`src/rtl/cipher_core_param.sv`:
```
// cipher_core_param: byte-serial load, iterated XOR/rotate cipher with a valid/ready result port.
//
// Ports:
//   clka       sole clock, rising edge
//   restart    synchronous active-high reset, overrides every other input
//   enable     global advance enable; low freezes all state and blocks both handshakes
//   encode     1 = encode, 0 = decode; captured on the first accepted beat of a word
//   in_valid   byte beat valid
//   in_ready   block can accept a byte beat (IDLE or LOAD, and enabled)
//   d_in       data byte, MSB first
//   key_in     key byte, MSB first
//   out_valid  result available (DONE)
//   out_ready  consumer accepts the result
//   data_out   cipher result, updated on entry to DONE only
//   key_out    loaded base key, updated on entry to DONE only
//   state      FSM state code (0 IDLE, 1 LOAD, 2 RUN, 3 DONE)
//   busy       high in LOAD or RUN
module cipher_core_param #(
   parameter int unsigned WIDTH  = 16,
   parameter int unsigned ROUNDS = 4,
   parameter int unsigned ROT    = 3
) (
   input  logic             clka,
   input  logic             restart,
   input  logic             enable,
   input  logic             encode,
   input  logic             in_valid,
   output logic             in_ready,
   input  logic [7:0]       d_in,
   input  logic [7:0]       key_in,
   output logic             out_valid,
   input  logic             out_ready,
   output logic [WIDTH-1:0] data_out,
   output logic [WIDTH-1:0] key_out,
   output logic [2:0]       state,
   output logic             busy
);

   localparam int unsigned BYTES   = WIDTH / 8;
   localparam int unsigned BW      = $clog2(BYTES + 1);
   localparam int unsigned RW      = $clog2(ROUNDS + 1);
   localparam int unsigned DEC_ROT = (ROUNDS - 1) % WIDTH;

   localparam logic [BW-1:0] LAST_BYTE  = BW'(BYTES - 1);
   localparam logic [RW-1:0] LAST_ROUND = RW'(ROUNDS);

   typedef enum logic [2:0] {
      StIdle = 3'd0,
      StLoad = 3'd1,
      StRun  = 3'd2,
      StDone = 3'd3
   } state_e;

   function automatic logic [WIDTH-1:0] rotl(input logic [WIDTH-1:0] v, input int unsigned n);
      int unsigned s;
      s = n % WIDTH;
      if (s == 0) return v;
      return (v << s) | (v >> (WIDTH - s));
   endfunction

   function automatic logic [WIDTH-1:0] rotr(input logic [WIDTH-1:0] v, input int unsigned n);
      int unsigned s;
      s = n % WIDTH;
      if (s == 0) return v;
      return (v >> s) | (v << (WIDTH - s));
   endfunction

   // Decode walks the encode schedule backwards, so it starts at the last encode round key.
   function automatic logic [WIDTH-1:0] first_rkey(input logic [WIDTH-1:0] k, input logic enc);
      return enc ? k : rotl(k, DEC_ROT);
   endfunction

   state_e          state_q;
   logic [WIDTH-1:0] data_q;
   logic [WIDTH-1:0] key_q;
   logic [WIDTH-1:0] rkey_q;
   logic             mode_q;
   logic [BW-1:0]    byte_cnt_q;
   logic [RW-1:0]    round_cnt_q;

   logic             beat;
   logic [WIDTH-1:0] data_shift;
   logic [WIDTH-1:0] key_shift;
   logic [WIDTH-1:0] round_data;

   always_comb begin
      in_ready   = enable & ((state_q == StIdle) | (state_q == StLoad));
      beat       = in_valid & in_ready;
      data_shift = {data_q[WIDTH-9:0], d_in};
      key_shift  = {key_q[WIDTH-9:0], key_in};
      round_data = mode_q ? rotl(data_q ^ rkey_q, ROT) : (rotr(data_q, ROT) ^ rkey_q);
      busy       = (state_q == StLoad) | (state_q == StRun);
      state      = state_q;
   end

   always_ff @(posedge clka) begin
      if (restart) begin
         state_q     <= StIdle;
         data_q      <= '0;
         key_q       <= '0;
         rkey_q      <= '0;
         mode_q      <= 1'b0;
         byte_cnt_q  <= '0;
         round_cnt_q <= '0;
         data_out    <= '0;
         key_out     <= '0;
         out_valid   <= 1'b0;
      end else if (enable) begin
         case (state_q)
            StIdle: begin
               if (beat) begin
                  data_q <= data_shift;
                  key_q  <= key_shift;
                  mode_q <= encode;
                  if (BYTES > 1) begin
                     byte_cnt_q <= BW'(1);
                     state_q    <= StLoad;
                  end else begin
                     byte_cnt_q <= '0;
                     rkey_q     <= first_rkey(key_shift, encode);
                     state_q    <= StRun;
                  end
               end
            end
            StLoad: begin
               if (beat) begin
                  data_q <= data_shift;
                  key_q  <= key_shift;
                  if (byte_cnt_q == LAST_BYTE) begin
                     byte_cnt_q <= '0;
                     rkey_q     <= first_rkey(key_shift, mode_q);
                     state_q    <= StRun;
                  end else begin
                     byte_cnt_q <= byte_cnt_q + BW'(1);
                  end
               end
            end
            StRun: begin
               // ROUNDS round cycles, then one cycle that publishes the result.
               if (round_cnt_q == LAST_ROUND) begin
                  round_cnt_q <= '0;
                  data_out    <= data_q;
                  key_out     <= key_q;
                  out_valid   <= 1'b1;
                  state_q     <= StDone;
               end else begin
                  data_q      <= round_data;
                  rkey_q      <= mode_q ? rotl(rkey_q, 1) : rotr(rkey_q, 1);
                  round_cnt_q <= round_cnt_q + RW'(1);
               end
            end
            StDone: begin
               if (out_ready) begin
                  out_valid <= 1'b0;
                  state_q   <= StIdle;
               end
            end
            default: begin
               state_q     <= StIdle;
               out_valid   <= 1'b0;
               byte_cnt_q  <= '0;
               round_cnt_q <= '0;
            end
         endcase
      end
   end

endmodule

```
`config.mk`:
```
export PLATFORM = sky130hd
export DESIGN_NAME = cipher_core_param
export DESIGN_NICKNAME = d
export VERILOG_FILES = /design/src/rtl/cipher_core_param.sv
export SDC_FILE = /design/constraint.sdc
export NUM_CORES = 1
export LEC_CHECK = 0
export CORE_MARGIN = 3
export CORE_UTILIZATION = 40
export CTS_BUF_LIST = sky130_fd_sc_hd__clkbuf_16
export CTS_CLUSTER_SIZE = 12
export DETAILED_ROUTE_END_ITERATION = 7
export HOLD_SLACK_MARGIN = 0.15
export SLEW_MARGIN = 20
export SYNTH_ARGS = -nofsm -noshare
export SYNTH_HDL_FRONTEND = slang
export SYNTH_SLANG_ARGS = --single-unit
export TNS_END_PERCENT = 100
```
`constraint.sdc`:
```
create_clock -name clka -period 2.8 [get_ports clka]
set_input_delay 0.56 -clock clka [delete_from_list [all_inputs] [get_ports clka]]
set_output_delay 0.56 -clock clka [all_outputs]
set_load 0.02 [all_outputs]
```
==> metrics.txt <==
# TYPE chip_impl_metric gauge
chip_impl_metric{name="via_count_of_the_first_global_routing_pass",unit=""} 3275
chip_impl_metric{name="synth_nets",unit=""} 531
chip_impl_metric{name="h-tree-depth",unit=""} 3
chip_impl_metric{name="gp_congestion",unit=""} 0.8188
chip_impl_metric{name="critical_path_arrival",unit="ps"} 2110
chip_impl_metric{name="p_leak",unit="nW"} 1.793
chip_impl_info{name="setup.worst_path.class",value="reg2out"} 1
chip_impl_metric{name="cts.sinks",unit=""} 89
chip_impl_metric{name="dp_hpwl",unit="mm"} 7.192
chip_impl_metric{name="std_cell_rows",unit=""} 37
chip_impl_info{name="worstSetupEndpointType",value="primary output"} 1
chip_impl_info{name="synth_flop_cell",value="sky130_fd_sc_hd__dfxtp_1"} 1
chip_impl_metric{name="worst_ir_drop_vdd",unit="V"} 0.0002770
chip_impl_metric{name="final-hold-violation-count",unit=""} 0
chip_impl_metric{name="detail_route.wl_per_cell",unit="um"} 15.42
chip_impl_metric{name="report.final.setup_viol",unit=""} 0
chip_impl_info{name="crit_path_start_kind",value="flop"} 1
chip_impl_metric{name="fp.coreArea",unit="um^2"} 10420
chip_impl_metric{name="area_growth",unit="%"} 21.73
chip_impl_info{name="synthTopCellsByArea",value="sky130_fd_sc_hd__dfxtp_1 41%, sky130_fd_sc_hd__nand2_1 12%, sky130_fd_sc_hd__mux4_2 8.3%"} 1
chip_impl_metric{name="postSynthCellCount",unit=""} 501
chip_impl_metric{name="via_per_inst",unit=""} 5.195
chip_impl_metric{name="timing.final.ws_setup",unit="ps"} 134.1
chip_impl_metric{name="grt.overflow.total",unit=""} 0
chip_impl_metric{name="grt_pass1_wl",unit="mm"} 17.19
chip_impl_metric{name="drt_first_pass_iters",unit=""} 4
chip_impl_metric{name="postCtsResizedCells",unit=""} 0
chip_impl_metric{name="layout_worst_path_cycle_share",unit="%"} 95.21
chip_impl_info{name="rsz_0062_raised_after_global_routing",value="false"} 1
chip_impl_metric{name="synthesis.yosys.warnings",unit=""} 0
chip_impl_metric{name="route.final.wire_length",unit="mm"} 10.52
chip_impl_metric{name="fin_cells",unit=""} 682
chip_impl_metric{name="max_slew_margin",unit="%"} 62.01
chip_impl_metric{name="cts_setup_buffers",unit=""} 0
chip_impl_metric{name="syn-mean-instance-area",unit="um^2"} 8.619
chip_impl_metric{name="num_vias",unit=""} 3543
chip_impl_metric{name="numPortBuffers",unit=""} 58
chip_impl_metric{name="worst-path-max-fanout",unit=""} 9
chip_impl_metric{name="synth.lib_cells_used.distinct",unit=""} 38
chip_impl_metric{name="ctsLongestPathBuffers",unit=""} 2
chip_impl_metric{name="period_needed",unit="ps"} 2666
chip_impl_metric{name="die_height",unit="um"} 109.9
chip_impl_info{name="run_status",value="completed"} 1
chip_impl_metric{name="dp_worst_setup_slack",unit="ps"} 464.4
chip_impl_metric{name="synth.top_cell.area_share",unit="%"} 41.26
chip_impl_metric{name="drive_above_1_share",unit="%"} 8.974
chip_impl_metric{name="cts-hold-fix-buffers",unit=""} 0
chip_impl_metric{name="power_per_cell_area",unit="nW/um^2"} 541.0
chip_impl_metric{name="synth_sequential_area_ratio",unit="%"} 41.26
chip_impl_metric{name="clk_pin_slew",unit="ps"} 60
chip_impl_metric{name="cts_buffers",unit=""} 9
chip_impl_metric{name="fin_skew",unit="ps"} 10.80
chip_impl_metric{name="largest_net_degree_at_the_start_of_global_routing",unit=""} 84
chip_impl_metric{name="maxClockFrequency",unit="MHz"} 375.1
chip_impl_info{name="tritoncts",value="done"} 1
chip_impl_metric{name="ys_seq_elements",unit=""} 89
chip_impl_metric{name="total_grt_usage",unit="%"} 18.40
chip_impl_metric{name="initial_core_util",unit="%"} 41.45
chip_impl_metric{name="number_of_flops_mapped_to_enable_cells_by_yosys",unit=""} 0
chip_impl_metric{name="worst_pin_slew",unit="ps"} 569.9
chip_impl_metric{name="antenna_diode_instance_count",unit=""} 0
chip_impl_metric{name="asyncSetResetFlopFracSynth",unit="%"} 0
chip_impl_info{name="netlist.top_cell.by_area",value="sky130_fd_sc_hd__dfxtp_1"} 1
chip_impl_metric{name="die-area",unit="um^2"} 12080
chip_impl_metric{name="drtAntennaViolNets",unit=""} 0
chip_impl_metric{name="reg2reg_setup_slack",unit="ps"} 600
chip_impl_metric{name="die_w",unit="um"} 109.9
chip_impl_info{name="commonest_non_fill_non_tap_cell_in_the_layout",value="sky130_fd_sc_hd__nand2_1"} 1
chip_impl_metric{name="worstPathRequired",unit="ps"} 2240
chip_impl_metric{name="drt_first_iter_violations",unit=""} 248
chip_impl_metric{name="io_pins",unit=""} 60
chip_impl_metric{name="insertion_delay",unit="ps"} 340
chip_impl_metric{name="fin_total_pwr",unit="mW"} 2.844
chip_impl_metric{name="place.detailed.instances",unit=""} 666
chip_impl_metric{name="fin_setup_tns",unit="ps"} 0
chip_impl_metric{name="max_cap_viol_count",unit=""} 0
chip_impl_metric{name="antenna_found_initial",unit=""} 0
chip_impl_info{name="hold_class",value="reg2reg"} 1
chip_impl_info{name="most-common-layout-cells",value="136 x sky130_fd_sc_hd__nand2_1, 88 x sky130_fd_sc_hd__dfxtp_1, 58 x sky130_fd_sc_hd__a21oi_1"} 1
chip_impl_metric{name="post_synthesis_cell_area",unit="um^2"} 4318
chip_impl_info{name="root_buffer",value="sky130_fd_sc_hd__clkbuf_16"} 1
chip_impl_metric{name="finish.net_count",unit=""} 571
chip_impl_metric{name="final-max-slew-violation-count",unit=""} 0
chip_impl_metric{name="drc",unit=""} 0
chip_impl_metric{name="hold_slack",unit="ps"} 452.3
-- logic make-up after synthesis --
family,synth area share (%)
xor+xnor,6.491
simple gates,17.91
other cells,0.08685
mux,12.05
flops,41.26
buf+inv,4.752
fa+ha+maj,2.318
compound gates,15.13
-- critical path, stage by stage, from the launching register on --
cell and delay, ps:
sky130_fd_sc_hd__dfxtp_1 360, sky130_fd_sc_hd__inv_1 120, sky130_fd_sc_hd__ha_1 380, sky130_fd_sc_hd__nor2_1 150, sky130_fd_sc_hd__nor2b_1 140, sky130_fd_sc_hd__clkdlybuf4s50_1 610
-- final timing paths --
path                          to  cells after the start        start
setup / recovery        in_ready                      5     state[1]
hold / removal       data_out[2]                      2  data_out[2]
setup reg to reg  round_cnt_q[2]                      6     state[0]
hold reg to reg      data_out[2]                      2  data_out[2]
-- synth_stat cells, types with 2 or more instances --
cell and number:
sky130_fd_sc_hd__a21oi_1 58, sky130_fd_sc_hd__a311oi_1 16, sky130_fd_sc_hd__a31o_2 2, sky130_fd_sc_hd__and3_1 3, sky130_fd_sc_hd__buf_2 11, sky130_fd_sc_hd__buf_4 2
sky130_fd_sc_hd__clkbuf_1 24, sky130_fd_sc_hd__dfxtp_1 89, sky130_fd_sc_hd__ha_1 8, sky130_fd_sc_hd__inv_1 6, sky130_fd_sc_hd__mux2i_1 16, sky130_fd_sc_hd__mux4_2 16
sky130_fd_sc_hd__nand2_1 136, sky130_fd_sc_hd__nand2b_1 2, sky130_fd_sc_hd__nand3_1 2, sky130_fd_sc_hd__nand4_1 5, sky130_fd_sc_hd__nor2_1 36, sky130_fd_sc_hd__nor2b_1 2
sky130_fd_sc_hd__o211ai_1 17, sky130_fd_sc_hd__o21ai_0 2, sky130_fd_sc_hd__xnor2_1 16, sky130_fd_sc_hd__xor2_1 16
-- layer usage --
layer / track usage, % / wire, um / vias to the layer above
met5: 0 / 0 / -
met4: 6.946 / 215 / 0
met3: 3.171 / 462 / 16
met2: 29.07 / 4996 / 83
met1: 25.11 / 4843 / 1637
li1: - / - / 1807
-- per-stage QoR --
step	utilization, %	instance area [um^2]
detailed placement	47.87	4986
CTS	50.46	5256
finish	50.46	5256
floorplan	-	4318
global route	50.46	5256
global placement	47.87	4986
-- power by group --
group / internal, mW / switching [mW] / leakage (nW) / total, mW
clock network: 0.601 / 0.513 / 0.137 / 1.11
logic: 0.166 / 0.176 / 0.933 / 0.342
registers: 1.31 / 0.0778 / 0.722 / 1.39
-- sequential cells by signal, indices dropped and copies added (netlist names) --
name and cells:
state 2, data_q 16, byte_cnt_q 2, out_valid 1, rkey_q 16, key_q 16, round_cnt_q 3, data_out 16
mode_q 1, key_out 16
-- area by class of cell --
class	instances	area, um^2
multi-input combinational	366	2331
clock inverter	7	45.04
tap	136	170.2
inverter	7	26.28
clock buffer	9	225.2
fill	999	5160
sequential	89	1783
timing repair buffer	68	675.6
(Power assumes the default switching activity.)
==> variant: new RTL, config.mk and constraints unchanged <==
`ROUNDS`: 4 -> 8.
--- a/src/rtl/cipher_core_param.sv
+++ b/src/rtl/cipher_core_param.sv
@@ -19,3 +19,3 @@
    parameter int unsigned WIDTH  = 16,
-   parameter int unsigned ROUNDS = 4,
+   parameter int unsigned ROUNDS = 8,
    parameter int unsigned ROT    = 3
Behaviour: not the same (a bounded check fails within 10 cycles, from zero or initial values).
==> variant against the unedited design <==
Total power rose by 3.1%; wire length rose by 0.64%; synthesized area rose by 4.4%; sequential cell count rose by 1; synthesized cell count rose by 0.80%; count of clock-buffer cells in the layout did not move; setup slack improved by 0.15 ns; final area rose by 4.0%; highest routed layer unchanged.
==> variant: results (changes against the unedited design) <==
----------------------------------------------------
[GRT]
  Maximum number of pins on one net before global-route repair ... 70 (-17%)
  Global Route met3 Usage ... 3.34% (+0.17 points)
  Via count of the first global-routing pass ... 3315 (+1.2%)
  Met1 layer usage reported by global route ... 24.3% (-0.81 points)
  Met2 Use GR ... 25.2% (-3.8 points)
  All-layer global routing usage ... 16.9% (-1.5 points)
  Wire length of the first global-routing pass ... 17.4 mm (+1.3%)

[Setup path]
  Reg-to-reg startpoint ... state[0]
  Slack of the worst reg-to-reg path ... 0.60 ns (about the same)
  Length in cells of the worst reg-to-reg path ... 8 (+2)
  Critical register-to-register path endpoint ... rkey_q[4]
  Data arrival time at the worst-slack endpoint ... 1.96 ns (-0.15 ns)

[Placed design]
  Worst setup timing slack at the placement stage ... 0.431 ns (-0.0334 ns)
  # placed instances ... 675 (+1.4%)
  Instance area after placement ... 5180 um^2 (+3.8%)
  Routability congestion estimate from global placement ... 0.798 (-2.6%)
  HPWL after DPL ... 7.35 mm (+2.2%)

[Synthesis]
  Number of cells produced by synthesis ... 505 (+0.80%)
  Sequential-to-total area share from yosys stat ... 40.0% (-1.3 points)
  Net Count, Synth ... 534 (+0.56%)
  Post-synth top cells ... nand2_1 (136), dfxtp_1 (90), a21oi_1 (56)
  Leading post-synthesis cells by cell area ... dfxtp_1 (40%), nand2_1 (11%), mux4_2 (8.0%)
  Proportion of synthesized flip-flops having asynchronous set or reset ... 0% (unchanged)
  Count of unique library cells instantiated by Yosys ... 42 (+11%)

[Route]
  Drt total wl ... 10.6 mm (+0.64%)
  Routed metal-1 wirelength ... 5.16 mm (+6.5%)
  Uppermost routed layer ... met4
  Routed met2 length ... 4.72 mm (-5.6%)
  Vias post-DR ... 3671 (+3.6%)
  First-iteration detailed-routing DRC count ... 219 (-12%)
  Routed wire length on met3 ... 484 um (+4.8%)

[Finish]
  Ratio of cells with drive above 1 in the final layout ... 13.1% (+4.1 points)
  Layout net count ... 575 (+0.70%)
  Fillcell total ... 1062 (+6.3%)
  Count of inserted antenna diode cells ... 0 (unchanged)
  Non-filler cells in the finished layout ... 691 (+1.3%)

[Hold path]
  Beginning of the worst hold path ... data_out[14]
  Hold path endpoint ... data_out[14]

[Clocking]
  Number of buffers on the longest clock path ... 2 (unchanged)
  Root buffer cell ... clkbuf_16
  Resized cells post-CTS ... 0 (unchanged)

[Run status]
  Outcome ... completed

[Timing]
  Clock skew after layout ... 0.00892 ns (-0.00188 ns)
  Worst hold slack ... 0.453 ns (+0.000605 ns)
  Pins Over Slew Limit ... 0 (unchanged)
  Transition time at the pin with the least slew margin ... 0.654 ns (+0.0837 ns)

[Power and ir drop]
  Design internal power ... 2180 uW (+4.8%)
  Maximum resistive drop on vdd ... 323 uV (+17%)
  Power density normalized to cell area ... 536 nW/um^2 (-0.89%)
  Lkg Pwr ... 0.00196 uW (+9.2%)

----------------------------------------------------
==> variant: cell count changes in the layout (fill, tap and decap cells not counted), moves of 2 or more <==
cell,delta
and3_1,-3
a21oi_1,-2
mux2i_1,+2
a311oi_1,-14
nand4_1,-2
a311oi_2,+14
nor2_2,+4
clkinvlp_4,+2
==> variant: critical path, cell delays in order, from the launching register on <==
cell and delay (ns):
dfxtp_1 0.35, inv_1 0.12, ha_1 0.33, o21a_1 0.20
clkdlybuf4s50_1 0.62
==> variant: final cells by class <==
type / instances / area share, %
clock buffer: 9 / 4.12
clock inverter: 7 / 1.24
inverter: 7 / 0.480
multi-input combinational: 369 / 45.3
sequential: 90 / 33.0
tap: 140 / 3.20
timing repair buffer: 69 / 12.7
==> variant: power groups by stage <==
stage	registers (uW)	logic, uW	clock network (uW)
floorplan	1390	270	0
detailed placement	1420	349	0
global route	1400	382	1270
global placement	1420	342	0
CTS	1390	351	1210
finish	1390	349	1190
==> variant: cell families (layout without fill, tap and decap cells) <==
family                     after synthesis  count (layout)  synth area share (%)
AOI/OAI and AO/OA                      101             101                  17.0
xor gates and xnor gates                32              32                  6.22
adders and majority gates                7               7                  1.94
buffers and inverters                   46              92                  5.08
DFF                                     90              90                  40.0
muxes                                   34              34                  12.0
other                                    1               1                0.0832
and+or+nand+nor                        194             194                  17.7
==> variant: worst max path at each step <==
stage | startpoint | slack, ns | end
2_1_floorplan | state[0] | 0.81 | rkey_q[10]
4_1_cts | state[1] | 0.27 | in_ready
3_5_place_dp | enable | 0.43 | in_ready
5_1_grt | state[1] | 0.17 | in_ready
6_report | state[1] | 0.28 | in_ready
3_3_place_gp | enable | 0.44 | in_ready
